File: src/rtl/riscv_pkg.sv
// RV32I encodings used by the decode stage.
package riscv_pkg;
  localparam logic [6:0] OP_LUI    = 7'b0110111;
  localparam logic [6:0] OP_AUIPC  = 7'b0010111;
  localparam logic [6:0] OP_JAL    = 7'b1101111;
  localparam logic [6:0] OP_BRANCH = 7'b1100011;
  localparam logic [6:0] OP_LW     = 7'b0000011;
  localparam logic [6:0] OP_SW     = 7'b0100011;
  localparam logic [6:0] OP_ALU_I  = 7'b0010011;
  localparam logic [6:0] OP_ALU    = 7'b0110011;

  localparam logic [6:0] F7_ALU_NORMAL   = 7'b0000000;
  localparam logic [6:0] F7_ALU_MODIFIED = 7'b0100000;

  localparam logic [2:0] F3_ADD_SUB = 3'b000;
  localparam logic [2:0] F3_SLL     = 3'b001;
  localparam logic [2:0] F3_SLT     = 3'b010;
  localparam logic [2:0] F3_SLTU    = 3'b011;
  localparam logic [2:0] F3_XOR     = 3'b100;
  localparam logic [2:0] F3_SRL_SRA = 3'b101;
  localparam logic [2:0] F3_OR      = 3'b110;
  localparam logic [2:0] F3_AND     = 3'b111;
  localparam logic [2:0] F3_WORD    = 3'b010;

  typedef enum logic [2:0] {
    F3_BEQ  = 3'b000,
    F3_BNE  = 3'b001,
    F3_BLT  = 3'b100,
    F3_BGE  = 3'b101,
    F3_BLTU = 3'b110,
    F3_BGEU = 3'b111
  } f3_branch_t;

  typedef enum logic [3:0] {
    ALU_ADD    = 4'd0,
    ALU_SUB    = 4'd1,
    ALU_SLL    = 4'd2,
    ALU_SLT    = 4'd3,
    ALU_SLTU   = 4'd4,
    ALU_XOR    = 4'd5,
    ALU_SRL    = 4'd6,
    ALU_SRA    = 4'd7,
    ALU_OR     = 4'd8,
    ALU_AND    = 4'd9,
    ALU_PASS_B = 4'd10
  } alu_op_t;

  localparam logic [31:0] NOP_INSTR_HEX = 32'h0000_0013;
endpackage

File: src/rtl/tartaruga_pkg.sv
// Project-wide datapath widths.
package tartaruga_pkg;
  typedef logic [31:0] bus32_t;
endpackage

File: src/rtl/decode_stage.sv
// RV32I decode stage: combinational decode into an output register backed by a
// one-entry skid register, so upstream ready comes straight from a flop.
module decode_stage
  import riscv_pkg::*;
  import tartaruga_pkg::*;
(
  input  logic        clk_i,
  input  logic        rst_i,
  input  logic        flush_i,
  input  logic        in_valid_i,
  output logic        in_ready_o,
  input  logic [31:0] in_instr_i,
  input  logic [31:0] in_pc_i,
  output logic        out_valid_o,
  input  logic        out_ready_i,
  output logic [31:0] out_pc_o,
  output logic [31:0] out_imm_o,
  output logic [4:0]  out_rs1_o,
  output logic [4:0]  out_rs2_o,
  output logic [4:0]  out_rd_o,
  output logic [3:0]  out_alu_op_o,
  output logic        out_src_a_pc_o,
  output logic        out_src_b_imm_o,
  output logic        out_reg_write_o,
  output logic        out_mem_read_o,
  output logic        out_mem_write_o,
  output logic        out_branch_o,
  output logic        out_jal_o,
  output logic        out_illegal_o,
  output logic [2:0]  out_br_cond_o
);

  typedef struct packed {
    bus32_t     pc;
    bus32_t     imm;
    logic [4:0] rs1;
    logic [4:0] rs2;
    logic [4:0] rd;
    alu_op_t    alu_op;
    logic       src_a_pc;
    logic       src_b_imm;
    logic       reg_write;
    logic       mem_read;
    logic       mem_write;
    logic       branch;
    logic       jal;
    logic       illegal;
    logic [2:0] br_cond;
  } bundle_t;

  // Reset image of the datapath: the NOP's ADD/rd=0 fields with every flag cleared.
  localparam bundle_t NOP_BUNDLE = '0;

  function automatic alu_op_t alu_from_f3(input logic [2:0] f3, input logic modified);
    case (f3)
      F3_ADD_SUB: alu_from_f3 = modified ? ALU_SUB : ALU_ADD;
      F3_SLL:     alu_from_f3 = ALU_SLL;
      F3_SLT:     alu_from_f3 = ALU_SLT;
      F3_SLTU:    alu_from_f3 = ALU_SLTU;
      F3_XOR:     alu_from_f3 = ALU_XOR;
      F3_SRL_SRA: alu_from_f3 = modified ? ALU_SRA : ALU_SRL;
      F3_OR:      alu_from_f3 = ALU_OR;
      default:    alu_from_f3 = ALU_AND;
    endcase
  endfunction

  logic [6:0] opcode;
  logic [2:0] f3;
  logic [6:0] f7;
  bundle_t    dec;

  assign opcode = in_instr_i[6:0];
  assign f3     = in_instr_i[14:12];
  assign f7     = in_instr_i[31:25];

  always_comb begin
    dec         = '0;
    dec.pc      = in_pc_i;
    dec.rs1     = in_instr_i[19:15];
    dec.rs2     = in_instr_i[24:20];
    dec.rd      = in_instr_i[11:7];
    dec.br_cond = f3;
    dec.alu_op  = ALU_ADD;
    case (opcode)
      OP_ALU: begin
        dec.reg_write = 1'b1;
        if (f7 == F7_ALU_NORMAL) begin
          dec.alu_op = alu_from_f3(f3, 1'b0);
        end else if (f7 == F7_ALU_MODIFIED) begin
          dec.alu_op = alu_from_f3(f3, 1'b1);
          if (f3 != F3_ADD_SUB && f3 != F3_SRL_SRA) dec.illegal = 1'b1;
        end else begin
          dec.illegal = 1'b1;
        end
      end
      OP_ALU_I: begin
        dec.imm       = {{20{in_instr_i[31]}}, in_instr_i[31:20]};
        dec.src_b_imm = 1'b1;
        dec.reg_write = 1'b1;
        dec.alu_op    = alu_from_f3(f3, 1'b0);
        if (f3 == F3_SLL && f7 != F7_ALU_NORMAL) dec.illegal = 1'b1;
        if (f3 == F3_SRL_SRA) begin
          if (f7 == F7_ALU_MODIFIED) dec.alu_op = ALU_SRA;
          else if (f7 != F7_ALU_NORMAL) dec.illegal = 1'b1;
        end
      end
      OP_LUI: begin
        dec.imm       = {in_instr_i[31:12], 12'b0};
        dec.alu_op    = ALU_PASS_B;
        dec.src_b_imm = 1'b1;
        dec.reg_write = 1'b1;
      end
      OP_AUIPC: begin
        dec.imm       = {in_instr_i[31:12], 12'b0};
        dec.src_a_pc  = 1'b1;
        dec.src_b_imm = 1'b1;
        dec.reg_write = 1'b1;
      end
      OP_LW: begin
        dec.imm       = {{20{in_instr_i[31]}}, in_instr_i[31:20]};
        dec.src_b_imm = 1'b1;
        dec.mem_read  = 1'b1;
        dec.reg_write = 1'b1;
        if (f3 != F3_WORD) dec.illegal = 1'b1;
      end
      OP_SW: begin
        dec.imm       = {{20{in_instr_i[31]}}, in_instr_i[31:25], in_instr_i[11:7]};
        dec.src_b_imm = 1'b1;
        dec.mem_write = 1'b1;
        if (f3 != F3_WORD) dec.illegal = 1'b1;
      end
      OP_BRANCH: begin
        dec.imm    = {{19{in_instr_i[31]}}, in_instr_i[31], in_instr_i[7],
                      in_instr_i[30:25], in_instr_i[11:8], 1'b0};
        dec.branch = 1'b1;
        dec.alu_op = ALU_SUB;
        // funct3 010/011 are the two unassigned branch encodings
        if (f3[2:1] == 2'b01) dec.illegal = 1'b1;
      end
      OP_JAL: begin
        dec.imm       = {{11{in_instr_i[31]}}, in_instr_i[31], in_instr_i[19:12],
                         in_instr_i[20], in_instr_i[30:21], 1'b0};
        dec.jal       = 1'b1;
        dec.src_a_pc  = 1'b1;
        dec.reg_write = 1'b1;
      end
      default: dec.illegal = 1'b1;
    endcase
    if (dec.illegal) begin
      dec.reg_write = 1'b0;
      dec.mem_read  = 1'b0;
      dec.mem_write = 1'b0;
      dec.branch    = 1'b0;
      dec.jal       = 1'b0;
    end
  end

  bundle_t out_q;
  bundle_t skid_q;
  logic    out_valid_q;
  logic    skid_valid_q;
  logic    ready_q;
  logic    accept;
  logic    drain;

  assign accept = in_valid_i && ready_q && !flush_i;
  assign drain  = out_valid_q && out_ready_i;

  always_ff @(posedge clk_i or posedge rst_i) begin
    if (rst_i) begin
      out_q        <= NOP_BUNDLE;
      skid_q       <= NOP_BUNDLE;
      out_valid_q  <= 1'b0;
      skid_valid_q <= 1'b0;
      ready_q      <= 1'b1;
    end else if (flush_i) begin
      out_valid_q  <= 1'b0;
      skid_valid_q <= 1'b0;
      ready_q      <= 1'b1;
    end else if (!out_valid_q || drain) begin
      // accept cannot coincide with a full skid because ready_q is low then
      if (skid_valid_q) begin
        out_q        <= skid_q;
        out_valid_q  <= 1'b1;
        skid_valid_q <= 1'b0;
        ready_q      <= 1'b1;
      end else if (accept) begin
        out_q       <= dec;
        out_valid_q <= 1'b1;
      end else begin
        out_valid_q <= 1'b0;
      end
    end else if (accept) begin
      skid_q       <= dec;
      skid_valid_q <= 1'b1;
      ready_q      <= 1'b0;
    end
  end

  assign in_ready_o      = ready_q;
  assign out_valid_o     = out_valid_q;
  assign out_pc_o        = out_q.pc;
  assign out_imm_o       = out_q.imm;
  assign out_rs1_o       = out_q.rs1;
  assign out_rs2_o       = out_q.rs2;
  assign out_rd_o        = out_q.rd;
  assign out_alu_op_o    = out_q.alu_op;
  assign out_src_a_pc_o  = out_q.src_a_pc;
  assign out_src_b_imm_o = out_q.src_b_imm;
  assign out_reg_write_o = out_q.reg_write;
  assign out_mem_read_o  = out_q.mem_read;
  assign out_mem_write_o = out_q.mem_write;
  assign out_branch_o    = out_q.branch;
  assign out_jal_o       = out_q.jal;
  assign out_illegal_o   = out_q.illegal;
  assign out_br_cond_o   = out_q.br_cond;

endmodule

File: config.mk
export PLATFORM = sky130hd
export DESIGN_NAME = decode_stage
export DESIGN_NICKNAME = d
export VERILOG_FILES = /design/src/rtl/riscv_pkg.sv /design/src/rtl/tartaruga_pkg.sv /design/src/rtl/decode_stage.sv
export SDC_FILE = /design/constraint.sdc
export NUM_CORES = 1
export LEC_CHECK = 0
export ABC_AREA = 1
export CORE_MARGIN = 3
export CORE_UTILIZATION = 30
export DETAILED_ROUTE_END_ITERATION = 10
export PLACE_DENSITY = 0.59
export SLEW_MARGIN = 10
export SYNTH_ARGS = -nofsm -noshare
export SYNTH_HDL_FRONTEND = slang
export SYNTH_SLANG_ARGS = --single-unit
File: constraint.sdc
create_clock -name clk_i -period 16.7 [get_ports clk_i]
set_clock_uncertainty 0.05 [all_clocks]
set_input_delay 5.01 -clock clk_i [delete_from_list [all_inputs] [get_ports clk_i]]
set_output_delay 5.01 -clock clk_i [all_outputs]
set_load 0.03 [all_outputs]
==> results.py, run 1 <==
metrics = {
    "logic_synthesis": {
        "synth-main-ff-cell": "dfrtp_1",
        "seq_area_frac_synth_pct": 55.0,
        "syn_nets": 1138,
        "ys_warn_count": 0,
        "async_reset_ff_share_pct": 100,
        "synth.cell_area_um2": 8690,
        "yosys_register_bits": 191,
        "synth_area_per_cell_um2": 8.13,
        "synth_edf_count": 0,
        "postSynthCellCount": 1069,
        "synth_cell_types": 34,
    },
    "route": {
        "met2WireLength_um": 11300,
        "ant_nets": 0,
        "postRouteWirelength_um": 24700,
        "vias": 7430,
        "dr.pass1.iters": 5,
        "via_per_inst": 4.68,
        "wl_per_cell_um": 15.5,
        "m1WireLength_um": 11700,
        "wl_met3_um": 1130,
        "routed.top_layer": "met4",
        "drt-initial-drc-count": 664,
        "drc": 0,
    },
    "clocking": {
        "cts_setup_buffers": 0,
        "path_clk_slew_ns": 0.07,
        "cts_tree": "done",
        "cts_resized": 0,
        "ctsHoldBuffers": 0,
        "clock-sinks": 191,
        "insertion_delay_ns": 0.43,
        "htreeDepth": 4,
        "root_buffer": "clkbuf_16",
        "tritoncts.num_buffers": 17,
        "clock_path_buffers": 2,
    },
    "placement": {
        "numPortBuffers": 164,
        "dpl-instance-area_um2": 10600,
        "hpwl_um": 15600,
        "gp_congestion": 0.845,
    },
    "pwr": {
        "p_leak_nw": 5.29,
        "vdd_drop_max_uv": 66.7,
        "total_power_w": 0.00131,
        "power_density_nw_per_um2": 117,
    },
    "cells_and_area": {
        "final_cell_mix": "nand2_1 (412), dfrtp_1 (189), clkdlybuf4s50_1 (164)",
        "finalInstanceArea_um2": 11200,
        "area_growth_pct": 28.5,
        "fin_util_pct": 39.6,
        "final_nets": 1264,
        "fill_cells": 2839,
        "antennaDiodeCount": 0,
        "final_common_cell": "nand2_1",
        "drive_above_1_share_pct": 6.62,
    },
    "critical_path": {
        "cp_max_fo": 86,
        "worstPathArrival_ns": 7.86,
        "end_kind": "flip-flop",
        "critPathKind": "input pin to flip-flop",
        "r2r_slack_ns": 13.63,
        "crit_top_cell": "buf_4",
        "critPathRequiredTime_ns": 17.01,
        "r2r_cells": 9,
        "slowest_delay_ns": 0.83,
        "reg2reg_to": "out_imm_o[22]",
        "crit_slowest_cell": "buf_4",
        "cp-start-kind": "input pin",
        "regToRegStartpoint": "in_ready_o",
        "worstPathCellList": "clkdlybuf4s50_1, nor2_2, nor2_1, o21ai_4, buf_4, inv_4, buf_4, o21ai_0, a21o_1, nand2_1",
    },
    "min_path": {
        "hold_depth": 2,
        "holdPathEnd": "skid_q[93]",
        "hold_path_startpoint": "skid_q[93]",
        "hold_class": "flip-flop to flip-flop",
    },
    "status": {
        "outcome": "complete, no violations",
    },
    "sta": {
        "max_freq_ghz": 0.132,
        "timing.final.crit_share_pct": 45.2,
        "fin_crit_ns": 7.55,
        "tns_ns": 0,
        "drv_slew": 0,
        "hold_viol": 0,
        "rsz0062_at_grt": "no",
        "worstMarginPinSlew_ns": 1.10,
        "maxSlewHeadroom_pct": 26.5,
        "finalSetupViolCount": 0,
    },
    "global_route": {
        "antenna_found_initial": 0,
        "grt_max_degree": 142,
        "grt_pass1_wl_um": 39700,
        "grtUsageTotal_pct": 16.1,
        "grt-ovfl-total": 0,
        "grt_pass1_vias": 7175,
    },
    "floorplanning": {
        "rows": 61,
        "die_y_um": 176,
        "core_um2": 28200,
        "start_util_pct": 30.8,
        "dieArea_um2": 31000,
        "io_pins": 165,
        "die_x_um": 176,
    },
    "run": {
        "cap_violations": 0,
    },
}
through the flow:
step           hold slack [ns]  setup WS, ns  cells
2_1_floorplan            0.392          6.44   1069
3_3_place_gp             0.403          8.70   1554
3_5_place_dp             0.408          8.67   1554
4_1_cts                  0.427          9.13   1586
5_1_grt                  0.440          8.84   1586
6_report                 0.421          9.15   1586
cell type report:
type | count | area (um2) | area share [%]
clock buffer | 17 | 425 | 3.81
clock inverter | 15 | 153 | 1.37
inverter | 52 | 210 | 1.88
multi-input combinational | 762 | 3420 | 30.7
sequential | 191 | 4780 | 42.9
tap | 378 | 473 | 4.24
timing repair buffer | 171 | 1690 | 15.2
metal layers:
layer | GRT usage, % | up-vias
met4 | 5.11 | 0
met2 | 25.4 | 182
met5 | 0 | -
met3 | 3.12 | 23
li1 | - | 3695
met1 | 22.4 | 3530
registers in the layout, indices dropped and copies added, names as in the netlist, 3 cells and up:
signal / count
skid_q: 94
out_imm_o: 32
out_pc_o: 32
out_rd_o: 5
out_rs1_o: 5
out_rs2_o: 5
out_alu_op_o: 4
out_br_cond_o: 3
cell families after synthesis:
group	after synthesis	synth area share, %
and+or+nand+nor	564	26.1
AOI/OAI and AO/OA	198	13.2
DFF	191	55.0
buffers and inverters	116	5.70
power breakdown:
group	switching [W]	leakage, nW	internal [W]
sequential	0.0000466	2.38	0.000548
clock	0.000194	0.282	0.000211
combinational	0.000182	2.62	0.000124
total	0.000423	5.29	0.000883
critical path: cells and delay by family:
kind                   cells  cell delay, ns
buffers and inverters      4            2.07
AOI/OAI and AO/OA          3            0.48
and+or+nand+nor            3            0.27
how the worst max path moves through the flow:
| stage | startpoint | end | slack, ns | depth (start not counted) |
|---|---|---|---|---|
| 2_1_floorplan | rst_i | out_alu_op_o[0] | 6.44 | 1 |
| 3_3_place_gp | out_ready_i | out_imm_o[27] | 8.70 | 10 |
| 3_5_place_dp | out_ready_i | out_imm_o[22] | 8.67 | 10 |
| 4_1_cts | out_ready_i | out_imm_o[22] | 9.13 | 10 |
| 5_1_grt | in_valid_i | out_imm_o[25] | 8.84 | 10 |
| 6_report | out_ready_i | out_imm_o[22] | 9.15 | 10 |
cell usage after synthesis (5+ instances only):
master	count	area [um2]
a21o_1	5	37.5
a21oi_1	46	230
a31oi_1	58	363
buf_2	31	155
clkbuf_1	28	105
dfrtp_1	190	4750
inv_1	42	158
inv_2	9	33.8
nand2_1	412	1550
nand3_1	17	85.1
nor2_1	109	409
nor2_2	8	50.1
o21ai_0	61	305
o21ai_1	8	40.0
Power figures use the tool's default switching activity.
==> run 2, diff against run 1 <==
Clock period 16.7 ns to 7.6 ns, I/O delays scaled along.
==> results.py, run 2 (synthesis results as in run 1) <==
metrics = {
    "status": {
        "outcome": "complete, no violations",
    },
    "cells_and_area": {
        "final_nets": 1265,
        "drive_above_1_share_pct": 6.62,
        "instances_no_fill": 1588,
        "regMostFlops": "skid_q",
        "largest_reg_flops": 94,
        "seq_area_um2": 4780,
        "fill_cells": 2854,
        "final_cell_mix": "nand2_1 (412), dfrtp_1 (189), clkdlybuf4s50_1 (164)",
        "multi_input_area_um2": 3420,
        "final_common_cell": "nand2_1",
        "area_growth_pct": 28.4,
    },
    "clocking": {
        "root_buffer": "clkbuf_16",
        "cts_tree": "done",
        "path_clk_slew_ns": 0.07,
        "cts_setup_buffers": 0,
        "insertion_delay_ns": 0.42,
        "clock_path_buffers": 2,
        "htreeDepth": 4,
        "tritoncts.num_buffers": 17,
        "cts_resized": 0,
        "ctsHoldBuffers": 0,
        "clock-sinks": 191,
    },
    "placement": {
        "place_inst": 1555,
        "numPortBuffers": 164,
        "gp_congestion": 0.875,
        "hpwl_um": 15700,
    },
    "sta": {
        "tns_ns": 0,
        "hold_viol": 0,
        "max_freq_ghz": 0.237,
        "fin_crit_ns": 4.22,
        "worstMarginPinSlew_ns": 1.12,
        "maxSlewHeadroom_pct": 25.1,
        "timing.final.crit_share_pct": 55.5,
        "rsz0062_at_grt": "no",
        "finalSetupViolCount": 0,
        "drv_slew": 0,
    },
    "pwr": {
        "p_switching_w": 0.000921,
        "total_power_w": 0.00286,
        "p_seq_share_pct": 45.7,
        "p_leak_nw": 5.28,
        "swShare_pct": 32.2,
        "p_clk_share_pct": 30.7,
        "p_comb_share_pct": 23.6,
        "vdd_drop_max_uv": 136,
        "p_int_w": 0.00194,
        "power_density_nw_per_um2": 256,
    },
    "route": {
        "postRouteWirelength_um": 24700,
        "vias": 7489,
        "wl_per_cell_um": 15.6,
        "drc": 0,
        "dr.pass1.iters": 4,
        "via_per_inst": 4.72,
        "ant_nets": 0,
        "drt-initial-drc-count": 556,
    },
    "critical_path": {
        "crit_slowest_cell": "inv_4",
        "crit_top_cell": "nor2_1",
        "path_buf_inv": 3,
        "path_delay_family": "buffers and inverters",
        "end_kind": "flip-flop",
        "worstPathCellList": "clkdlybuf4s50_1, nor2_2, nor2_1, o21ai_4, inv_4, buf_4, nor2_1, a31oi_1",
        "cp_max_fo": 87,
        "critPathKind": "input pin to flip-flop",
        "slowest_delay_ns": 0.64,
        "cp-start-kind": "input pin",
        "worstPathArrival_ns": 4.52,
        "critPathRequiredTime_ns": 7.90,
    },
    "global_route": {
        "grt_max_degree": 106,
        "antenna_found_initial": 1,
        "grt_pass1_vias": 7104,
        "grt-ovfl-total": 0,
        "grt_pass1_wl_um": 39200,
        "grtUsageTotal_pct": 15.9,
    },
    "floorplanning": {
        "start_util_pct": 30.8,
        "dieArea_um2": 31000,
        "io_pins": 165,
        "rows": 61,
        "die_y_um": 176,
        "core_um2": 28200,
        "die_x_um": 176,
    },
    "min_path": {
        "hold_class": "flip-flop to flip-flop",
    },
    "run": {
        "cap_violations": 0,
    },
}
run 2: changes by cell type in the layout (fill, tap and decap cells not counted):
cell / before / now
buf_4: 7 / 8
clkbuf_1: 0 / 1
clkinv_2: 3 / 4
clkinv_4: 7 / 2
clkinvlp_4: 1 / 4
diode_2: 0 / 1
inv_6: 3 / 4
inv_8: 3 / 2
run 2: path summary, 6_finish.rpt:
kind	startpoint	end	slack (ns)	cells after the start
max in group asynchronous	rst_i	skid_q[31]	4.04	3
worst min-delay path	skid_q[84]	skid_q[84]	0.42	2
worst max register to register	in_ready_o	out_pc_o[25]	5.16	7
worst max-delay path	out_ready_i	out_pc_o[25]	3.38	8
worst min register to register	skid_q[84]	skid_q[84]	0.42	2
min in group asynchronous	rst_i	out_pc_o[3]	2.30	2
run 2: routing by layer:
metal | global-route usage (%) | up-vias | wire length [um]
met3 | 3.23 | 32 | 1130
met4 | 5.05 | 0 | 528
met1 | 21.9 | 3585 | 11600
met5 | 0 | - | 0
li1 | - | 3683 | -
met2 | 25.3 | 189 | 11500
run 2: worst register-to-register path, cell delays in order, from the launching register on:
cell	delay, ns
dfstp_2	0.55
nand2_1	0.11
inv_1	0.13
o21ai_4	0.07
inv_4	0.64
buf_4	0.59
nor2_1	0.09
a31oi_1	0.14
run 2: power groups by stage:
stage / clock, W / combinational (W) / sequential, W
final: 0.000878 / 0.000674 / 0.00130
after global routing: 0.000945 / 0.000741 / 0.00133
after CTS: 0.000905 / 0.000685 / 0.00130
after detailed placement: 0 / 0.000683 / 0.00132
after global placement: 0 / 0.000675 / 0.00132
after floorplan: 0 / 0.000236 / 0.00147
run 2: area by class of cell:
cell class                      count  area share (%)
Antenna cell                        1          0.0224
Inverter                           52            1.88
Timing Repair Buffer              172            15.2
Clock inverter                     14            1.20
Multi-Input combinational cell    762            30.7
Sequential cell                   191            42.9
Tap cell                          378            4.24
Clock buffer                       18            3.85
run 2: stage by stage:
step | setup WS, ns | hold WS, ns | area (um2) | utilization [%]
CTS | 3.36 | 0.426 | 11200 | 39.6
global placement | 2.93 | 0.403 | 10600 | 37.6
detailed placement | 2.91 | 0.408 | 10600 | 37.6
floorplan | 0.0728 | 0.392 | 8690 | -
global route | 3.12 | 0.447 | 11200 | 39.6
finish | 3.38 | 0.422 | 11200 | 39.6
==> run 3, diff against run 2 <==
Settings changed: PLACE_DENSITY 0.59 to 0.61.
Clock period 7.6 ns to 3.4 ns, I/O delays scaled along.
==> results.py, run 3 (synthesis results as in run 1) <==
metrics = {
    "min_path": {
        "hold_path_startpoint": "skid_q[19]",
        "holdPathEnd": "skid_q[19]",
        "hold_class": "flip-flop to flip-flop",
        "hold_depth": 2,
    },
    "sta": {
        "timing.final.crit_share_pct": 79.7,
        "drv_slew": 0,
        "maxSlewHeadroom_pct": 46.3,
        "finalSetupViolCount": 0,
        "rsz0062_at_grt": "no",
        "hold_viol": 0,
        "holdWs_ns": 0.422,
        "fin_crit_ns": 2.71,
        "worstMarginPinSlew_ns": 0.805,
        "max_freq_ghz": 0.369,
        "fin_ws_ns": 0.690,
    },
    "clocking": {
        "cts_resized": 0,
        "tritoncts.num_buffers": 17,
        "clock_path_buffers": 2,
        "htreeDepth": 4,
        "ctsHoldBuffers": 0,
        "cts_tree": "done",
        "path_clk_slew_ns": 0.07,
        "root_buffer": "clkbuf_16",
        "cts_setup_buffers": 0,
        "clock-sinks": 191,
        "insertion_delay_ns": 0.43,
    },
    "critical_path": {
        "regToRegStartpoint": "skid_valid_q",
        "critPathRequiredTime_ns": 2.33,
        "path_delay_family": "buffers and inverters",
        "critPathKind": "flip-flop to primary output",
        "r2r_slack_ns": 1.40,
        "r2r_cells": 5,
        "path_buf_inv": 1,
        "crit_slowest_cell": "clkdlybuf4s50_1",
        "cp-start-kind": "flip-flop",
        "cp_max_fo": 3,
        "end_kind": "primary output",
        "reg2reg_to": "out_imm_o[24]",
        "worstPathCellList": "clkdlybuf4s50_1",
        "worstPathArrival_ns": 1.64,
        "slowest_delay_ns": 0.67,
    },
    "global_route": {
        "grt_max_degree": 84,
        "grt_pass1_vias": 7123,
        "antenna_found_initial": 1,
        "grt_pass1_wl_um": 39800,
        "grt-ovfl-total": 0,
        "grtUsageTotal_pct": 16.2,
    },
    "floorplanning": {
        "io_pins": 165,
        "core_um2": 28200,
        "dieArea_um2": 31000,
        "die_x_um": 176,
        "die_y_um": 176,
        "start_util_pct": 30.8,
        "rows": 61,
    },
    "route": {
        "via_per_inst": 4.69,
        "wl_per_cell_um": 15.4,
        "dr.pass1.iters": 5,
        "drt-initial-drc-count": 584,
        "drc": 0,
        "ant_nets": 0,
        "vias": 7470,
        "postRouteWirelength_um": 24500,
    },
    "pwr": {
        "vdd_drop_max_uv": 355,
        "power_density_nw_per_um2": 579,
        "p_leak_nw": 5.34,
    },
    "cells_and_area": {
        "multi_input_area_um2": 3420,
        "final_cell_mix": "nand2_1 (412), dfrtp_1 (189), clkdlybuf4s50_1 (164)",
        "seq_area_um2": 4780,
        "regMostFlops": "skid_q",
        "drive_above_1_share_pct": 6.92,
        "fill_cells": 2818,
        "final_common_cell": "nand2_1",
        "largest_reg_flops": 94,
        "area_growth_pct": 30.3,
        "fin_util_pct": 40.2,
        "final_nets": 1269,
        "finalInstanceArea_um2": 11300,
    },
    "placement": {
        "pre_cts_ws_ns": 0.450,
        "hpwl_um": 16200,
        "dpl-instance-area_um2": 10700,
        "numPortBuffers": 164,
        "gp_congestion": 0.861,
    },
    "status": {
        "outcome": "complete, no violations",
    },
    "run": {
        "cap_violations": 0,
    },
}
-- run 3: cell count changes in the layout (fill, tap and decap cells not counted), sizes merged --
cell,change
buf,+4
bufinv,+2
clkinv,-1
clkinvlp,+1
inv,-2
-- run 3: cell type report --
| class | instances | share of cell area (%) |
|---|---|---|
| Antenna cell | 1 | 0.0221 |
| Clock buffer | 18 | 3.79 |
| Clock inverter | 14 | 1.61 |
| Inverter | 52 | 1.82 |
| Multi-Input combinational cell | 762 | 30.2 |
| Sequential cell | 191 | 42.3 |
| Tap cell | 378 | 4.18 |
| Timing Repair Buffer | 176 | 16.1 |
-- run 3: metal layers --
layer  up-vias  track usage, %  routed length, um
met5         -               0                  0
met3         9            3.76               1410
met4         0            3.17                134
met1      3564            22.5              11500
li1       3707               -                  -
met2       190            26.0              11500
-- run 3: worst max path at each step --
| stage | from | endpoint | depth (start not counted) | slack, ns |
|---|---|---|---|---|
| after floorplan | rst_i | out_alu_op_o[0] | 1 | -0.13 |
| after CTS | in_ready_o | in_ready_o | 1 | 0.65 |
| final | in_ready_o | in_ready_o | 1 | 0.69 |
| after global routing | in_ready_o | in_ready_o | 1 | 0.63 |
| after global placement | in_instr_i[4] | out_imm_o[14] | 9 | 0.49 |
| after detailed placement | in_instr_i[4] | out_imm_o[15] | 9 | 0.45 |
-- run 3: stage by stage --
stage	power (W)	TNS, ns	std cells
after floorplan	0.00382	-25.01	1069
after global placement	0.00447	0	1559
after detailed placement	0.00450	0	1559
after CTS	0.00664	0	1591
after global routing	0.00693	0	1592
final	0.00655	0	1592
-- run 3: report_power, final --
| part | internal, W | switching [W] | total [W] |
|---|---|---|---|
| Clock | 0.00118 | 0.000937 | 0.00211 |
| Combinational | 0.000627 | 0.000896 | 0.00152 |
| Sequential | 0.00269 | 0.000228 | 0.00292 |
| Total | 0.00449 | 0.00206 | 0.00655 |
